## src/rtl/rv_decode_pkg.sv

```systemverilog
// rv_decode_pkg: opcodes, immediate format codes and the decoded entry shared by the decode slice
package rv_decode_pkg;
  localparam logic [6:0] OPC_LOAD   = 7'b0000011;
  localparam logic [6:0] OPC_FENCE  = 7'b0001111;
  localparam logic [6:0] OPC_OPIMM  = 7'b0010011;
  localparam logic [6:0] OPC_AUIPC  = 7'b0010111;
  localparam logic [6:0] OPC_STORE  = 7'b0100011;
  localparam logic [6:0] OPC_OP     = 7'b0110011;
  localparam logic [6:0] OPC_LUI    = 7'b0110111;
  localparam logic [6:0] OPC_BRANCH = 7'b1100011;
  localparam logic [6:0] OPC_JALR   = 7'b1100111;
  localparam logic [6:0] OPC_JAL    = 7'b1101111;
  localparam logic [6:0] OPC_SYSTEM = 7'b1110011;

  typedef enum logic [2:0] {
    EXT_I      = 3'b000,
    EXT_S      = 3'b001,
    EXT_B      = 3'b010,
    EXT_U      = 3'b011,
    EXT_J      = 3'b100,
    EXT_UIMM   = 3'b101,
    EXT_BYPASS = 3'b110,
    EXT_NONE   = 3'b111
  } ext_ctrl_e;

  typedef struct packed {
    logic [31:0] pc;
    logic [31:0] instr;
    logic [31:0] imm;
    ext_ctrl_e   ext_control;
    logic        has_imm;
    logic        illegal;
  } decode_entry_t;
endpackage

```

## src/rtl/extender.sv

```systemverilog
// extender: builds a 32-bit immediate from instr[31:7] according to a 3-bit format code
module extender (
  input  logic [24:0] src,
  input  logic [2:0]  ext_control,
  output logic [31:0] imm
);
  // src[k] is instr[k+7]; unknown codes yield zero so the output never carries X
  always_comb begin
    case (ext_control)
      3'b000:  imm = {{20{src[24]}}, src[24:13]};
      3'b001:  imm = {{20{src[24]}}, src[24:18], src[4:0]};
      3'b010:  imm = {{19{src[24]}}, src[24], src[0], src[23:18], src[4:1], 1'b0};
      3'b011:  imm = {src[24:5], 12'b0};
      3'b100:  imm = {{11{src[24]}}, src[24], src[12:5], src[13], src[23:14], 1'b0};
      3'b101:  imm = {27'b0, src[17:13]};
      3'b110:  imm = {src, 7'b0};
      default: imm = 32'b0;
    endcase
  end
endmodule

```

## src/rtl/imm_decode_stage_skid.sv

```systemverilog
// skid_buffer: two-entry output/skid register pair with registered ready and synchronous flush
module skid_buffer #(
  parameter type T = logic [7:0]
) (
  input  logic clk,
  input  logic rst_n,
  input  logic flush,
  input  logic in_valid,
  output logic in_ready,
  input  T     in_data,
  output logic out_valid,
  input  logic out_ready,
  output T     out_data
);
  logic skid_valid;
  T     skid_data;
  logic accept;
  logic load_out;

  assign in_ready = !skid_valid;
  assign accept   = in_valid && in_ready && !flush;
  assign load_out = !out_valid || out_ready;

  // output register refills from skid first, else from the input; stalled accepts park in skid
  always_ff @(posedge clk or negedge rst_n) begin
    if (!rst_n) begin
      out_valid  <= 1'b0;
      skid_valid <= 1'b0;
      out_data   <= '0;
      skid_data  <= '0;
    end else if (flush) begin
      out_valid  <= 1'b0;
      skid_valid <= 1'b0;
    end else if (load_out) begin
      out_valid  <= skid_valid || accept;
      skid_valid <= 1'b0;
      if (skid_valid) out_data <= skid_data;
      else if (accept) out_data <= in_data;
    end else if (accept) begin
      skid_valid <= 1'b1;
      skid_data  <= in_data;
    end
  end
endmodule

```

## src/rtl/imm_decode_stage.sv

```systemverilog
// imm_decode_stage: classifies RV32I words, extends their immediate and registers the result
module imm_decode_stage
  import rv_decode_pkg::*;
#(
  parameter int XLEN = 32
) (
  input  logic            clk,
  input  logic            rst_n,
  input  logic            flush,
  input  logic            in_valid,
  output logic            in_ready,
  input  logic [31:0]     in_instr,
  input  logic [XLEN-1:0] in_pc,
  output logic            out_valid,
  input  logic            out_ready,
  output logic [XLEN-1:0] out_pc,
  output logic [31:0]     out_instr,
  output logic [31:0]     out_imm,
  output logic [2:0]      out_ext_control,
  output logic            out_has_imm,
  output logic            out_illegal
);
  ext_ctrl_e     ext;
  logic          has_imm;
  logic          illegal;
  logic [31:0]   ext_imm;
  decode_entry_t in_e;
  decode_entry_t out_e;
  logic [6:0]    opc;
  logic [2:0]    f3;

  assign opc = in_instr[6:0];
  assign f3  = in_instr[14:12];

  // opcode/funct3 to immediate format; OP and unknown opcodes carry no immediate
  always_comb begin
    ext     = EXT_I;
    has_imm = 1'b1;
    illegal = 1'b0;
    case (opc)
      OPC_LOAD, OPC_FENCE, OPC_JALR: ext = EXT_I;
      OPC_OPIMM:           ext = (f3 == 3'b001 || f3 == 3'b101) ? EXT_UIMM : EXT_I;
      OPC_STORE:           ext = EXT_S;
      OPC_BRANCH:          ext = EXT_B;
      OPC_LUI, OPC_AUIPC:  ext = EXT_U;
      OPC_JAL:             ext = EXT_J;
      OPC_SYSTEM:          ext = EXT_BYPASS;
      OPC_OP:              has_imm = 1'b0;
      default: begin
        ext     = EXT_NONE;
        has_imm = 1'b0;
        illegal = 1'b1;
      end
    endcase
  end

  extender u_ext (
    .src         (in_instr[31:7]),
    .ext_control (ext),
    .imm         (ext_imm)
  );

  assign in_e = '{pc: in_pc, instr: in_instr, imm: has_imm ? ext_imm : 32'b0,
                  ext_control: ext, has_imm: has_imm, illegal: illegal};

  skid_buffer #(.T(decode_entry_t)) u_skid (
    .clk       (clk),
    .rst_n     (rst_n),
    .flush     (flush),
    .in_valid  (in_valid),
    .in_ready  (in_ready),
    .in_data   (in_e),
    .out_valid (out_valid),
    .out_ready (out_ready),
    .out_data  (out_e)
  );

  assign out_pc          = out_e.pc;
  assign out_instr       = out_e.instr;
  assign out_imm         = out_e.imm;
  assign out_ext_control = out_e.ext_control;
  assign out_has_imm     = out_e.has_imm;
  assign out_illegal     = out_e.illegal;
endmodule

```

## config.mk

```make
export PLATFORM = sky130hd
export DESIGN_NAME = imm_decode_stage
export DESIGN_NICKNAME = d
export VERILOG_FILES = /design/src/rtl/rv_decode_pkg.sv /design/src/rtl/extender.sv /design/src/rtl/imm_decode_stage_skid.sv /design/src/rtl/imm_decode_stage.sv
export SDC_FILE = /design/constraint.sdc
export NUM_CORES = 1
export LEC_CHECK = 0
export CORE_MARGIN = 2
export CORE_UTILIZATION = 52
export CTS_CLUSTER_DIAMETER = 200
export DETAILED_ROUTE_END_ITERATION = 7
export PLACE_DENSITY = 0.8
export SETUP_SLACK_MARGIN = 0.02
export SLEW_MARGIN = 20
export SYNTH_ARGS = -nofsm -noshare
export SYNTH_HDL_FRONTEND = slang
export SYNTH_SLANG_ARGS = --single-unit
```

## constraint.sdc

```tcl
create_clock -name clk -period 2.1 [get_ports clk]
set_input_delay 0.42 -clock clk [delete_from_list [all_inputs] [get_ports clk]]
set_output_delay 0.42 -clock clk [all_outputs]
set_load 0.05 [all_outputs]
```

==> results by group <==
Cells and area
  – Layout Nets: between 1k and 1.5k
  – Finished Cell Area: 12200 sq um
  – Antenna cells: 0
  – Final Util: between 70% and 80%
  – Synthesis-to-layout area growth: 36.1%
  – Share of cells above drive strength 1: between 10% and 20%
  – Non-Filler Instances: approximately 1.4k

Placement
  – Final HPWL DP: ~16000 um
  – Post-Place Cells: approximately 1.3k
  – IO Port Bufs: between 150 and 200
  – GPL Wtd Cong: approximately 0.9
  – Placement Cell Area: roughly 11000 sq um

Synthesis
  – Mapped Area: roughly 9000 sq um
  – Post-Synthesis Cells: between 900 and 1k
  – Post-synth ARST share: between 90% and 100%
  – Dominant cells by area after synthesis: dfrtp_1 57%, nand2_1 13%, mux2i_1 7.0%
  – Yosys Warn Count: 0
  – Register area share after synthesis: 56.8%
  – Yosys reg bits: 204
  – Post-synth top area share: between 50% and 60%
  – Dominant synthesized flop cell: dfrtp_1
  – Yosys cell types: 55
  – EDFF count, synth: 0
  – Largest area contributor in the synthesized netlist: dfrtp_1
  – Syn Nets: 1020
  – Syn Area/Cell: 9.45 sq um

STA
  – Hold violation count in the final report: 0
  – Final slew viol count: 0
  – Setup TNS: 0 ns
  – Final setup violation count: 0
  – Final min period: around 2 ns
  – Fmax: just under 500 MHz
  – Rel. slew slack: a little over three fifths
  – Post-route clock skew: ~0.014 ns
  – Fin crit share: a little over nine tenths
  – RSZ-0062 raised after global routing: false
  – Worst slew pin tran: 0.555 ns

GRT
  – All-Layer GR Usage: between 20% and 30%
  – Initial antenna violation count: 0
  – Largest net degree at the start of global routing: 61
  – Vias in the first global route: between 7k and 8k
  – Total gr overflow: 0
  – First-pass GRT wire length: about 40000 um

Power and ir drop
  – Static Leak: about 6.0 nW
  – Sw frac: about a third
  – Comb power frac: ~23%
  – Clock network power share: between 30% and 40%
  – Peak VDD IR: 0.000650 V
  – Cell Int Power: slightly above 8 mW
  – Share of power burned in registers: a little over two fifths
  – Total net switching power: around 3.7 mW
  – Pwr/cell area: 963 nW/um^2

Floorplanning
  – Die area: between 15000 and 20000 sq um
  – Initial Util: 52.5%
  – # IOs: 172
  – Area of the core: 17100 sq um
  – Die height: between 100 and 150 um
  – Die W: 135 um
  – Site Rows: 48

Routing
  – Total number of vias: roughly 8k
  – 1st-iter DRT viols: between 400 and 500
  – DRT Pass-1 Iters: 7
  – DR DRC count: 0
  – DRT Wirelength: between 20000 and 25000 um
  – Vias per cell: 5.61
  – Antenna Nets Post-Route: 0
  – Mean routed wirelength per cell: 17.8 um

CTS
  – CTS Buf Count: 22
  – H-Tree Level Count: 1
  – Root buf cell: clkbuf_16
  – CTS Buffer Depth: 3
  – CTS clk-pin slew, worst paths: approximately 0.060 ns
  – CTS tree: done
  – CTS sink count: 204
  – Clk Latency, worst-skew pair: ~0.5 ns

Setup path
  – Critical path fanouts, max: 43
  – Required time worst endpoint: between 1.5 and 2 ns
  – Crit path launch: u_skid.skid_valid$_DFFE_PN0P_
  – Crit path launch type: flop
  – Setup Crit Path Kind: reg2out
  – Nature of the critical path endpoint: output pin
  – CP Data Arrival Time: about 1.6 ns
  – Reg2reg start: u_skid.skid_valid$_DFFE_PN0P_

Worst hold path
  – Hold Startpoint: in_instr[5]
  – Hold/Removal Path Class: in2reg

Status
  – Status: finished clean

Flow run
  – MaxCap Viol Count: 0
==> layout make-up <==
class                   count  area (sq um)
clock inverters             5           125
well taps                 225           282
fillers                  1285          4880
repair buffers            242          2360
flip-flops and latches    204          5110
inverters                   5          18.8
clock buffers              33           653
multi-input cells         672          3690
==> layout by cell type (no fill, tap or decap), types with 3 or more instances in the layout <==
cell and count:
clkdlybuf4s50_1 66, bufinv_16 4, a22oi_1 20, a211oi_1 6, nand4_1 4, o22ai_1 14, dfrtp_1 203, clkbuf_8 5
nand2b_1 4, and2_1 5, o21ai_1 14, clkbuf_16 23, a21oi_1 38, buf_4 69, dlymetal6s2s_1 28, nand3_1 3
nand2_1 300, and3_1 7, inv_1 5, mux2i_1 63, o21ai_0 88, dlygate4sd2_1 67, buf_12 8, nor2_1 38
nor2b_1 4, clkbuf_1 6, o31ai_1 4, nor3_1 10, a211oi_2 4
==> stage by stage <==
step	hold WS (ns)	setup WS, ns	power, mW
floorplan	0.124	0.0977	6.62
global placement	0.391	-0.522	7.73
detailed placement	0.393	-0.581	7.80
CTS	0.434	0.0202	11.9
global route	0.272	0.0257	12.3
finish	0.239	0.0761	11.8
==> flip-flops by register name, indices dropped and copies added, names as in the netlist <==
| register | flops |
|---|---|
| u_skid.skid_valid | 1 |
| u_skid.skid_data | 101 |
| u_skid.out_data | 101 |
| u_skid.out_valid | 1 |
==> cells in the mapped netlist, drive strengths merged (4+ instances only) <==
cell type,instances
and3,7
a21oi,38
nor2b,5
dfrtp,204
a22oi,20
o21ai,102
mux2i,63
buf,15
clkbuf,55
a211oi,10
nor3,11
nand2b,4
and2,6
nor2,38
inv,5
nand4,4
o22ai,14
o31ai,6
nand2,302
==> worst paths after layout <==
path | end | slack (ns) | cells past startpoint
setup / recovery | in_ready | 0.08 | 3
hold / removal | u_skid.skid_data[42]$_DFFE_PN0P_ | 0.24 | 3
setup reg to reg | u_skid.out_data[41]$_DFFE_PN0P_ | 0.32 | 4
hold reg to reg | u_skid.out_data[4]$_DFFE_PN0P_ | 0.47 | 2
max in group asynchronous | u_skid.skid_data[38]$_DFFE_PN0P_ | 1.02 | 3
min in group asynchronous | u_skid.out_data[53]$_DFFE_PN0P_ | 0.43 | 2
==> cell families after synthesis <==
family / after synthesis / synth area share [%]
AND/OR/NAND/NOR: 392 / 18.0
AO/OA/AOI/OAI: 215 / 14.5
flip-flops: 204 / 56.8
buffers and inverters: 75 / 3.40
multiplexers: 65 / 7.26
==> critical path, cell delays in order, from the launching register on <==
cell	delay [ns]
dfrtp_4	0.48
buf_16	0.29
inv_1	0.14
buf_12	0.17
==> routing by layer <==
metal / part of all wire, % / wire length [um] / GRT usage (%)
met3: 7.7 / 1910 / 5.76
met2: 49 / 12000 / 44.8
met5: 0 / 0 / 0
met1: 41 / 10100 / 35.8
met4: 2.4 / 601 / 7.99
==> timing repair <==
| item | in CTS | in global routing |
|---|---|---|
| gates resized for setup | 72 | 38 |
| endpoints found under the hold margin | 45 | 0 |
| pin swaps | 2 | 2 |
| hold buffers | 1 | 0 |
| buffers inserted | 2 | 1 |
| endpoints found under the setup margin | 100 | 70 |
| cloned | 1 | 0 |
==> power by group through the flow <==
stage	logic [mW]	registers, mW	clock network, mW
after floorplan	0.715	5.91	0
after global placement	2.77	4.95	0
after detailed placement	2.83	4.97	0
after CTS	2.73	4.91	4.21
after global routing	2.93	4.98	4.38
final	2.72	4.91	4.15
(Power assumes the default switching activity.)
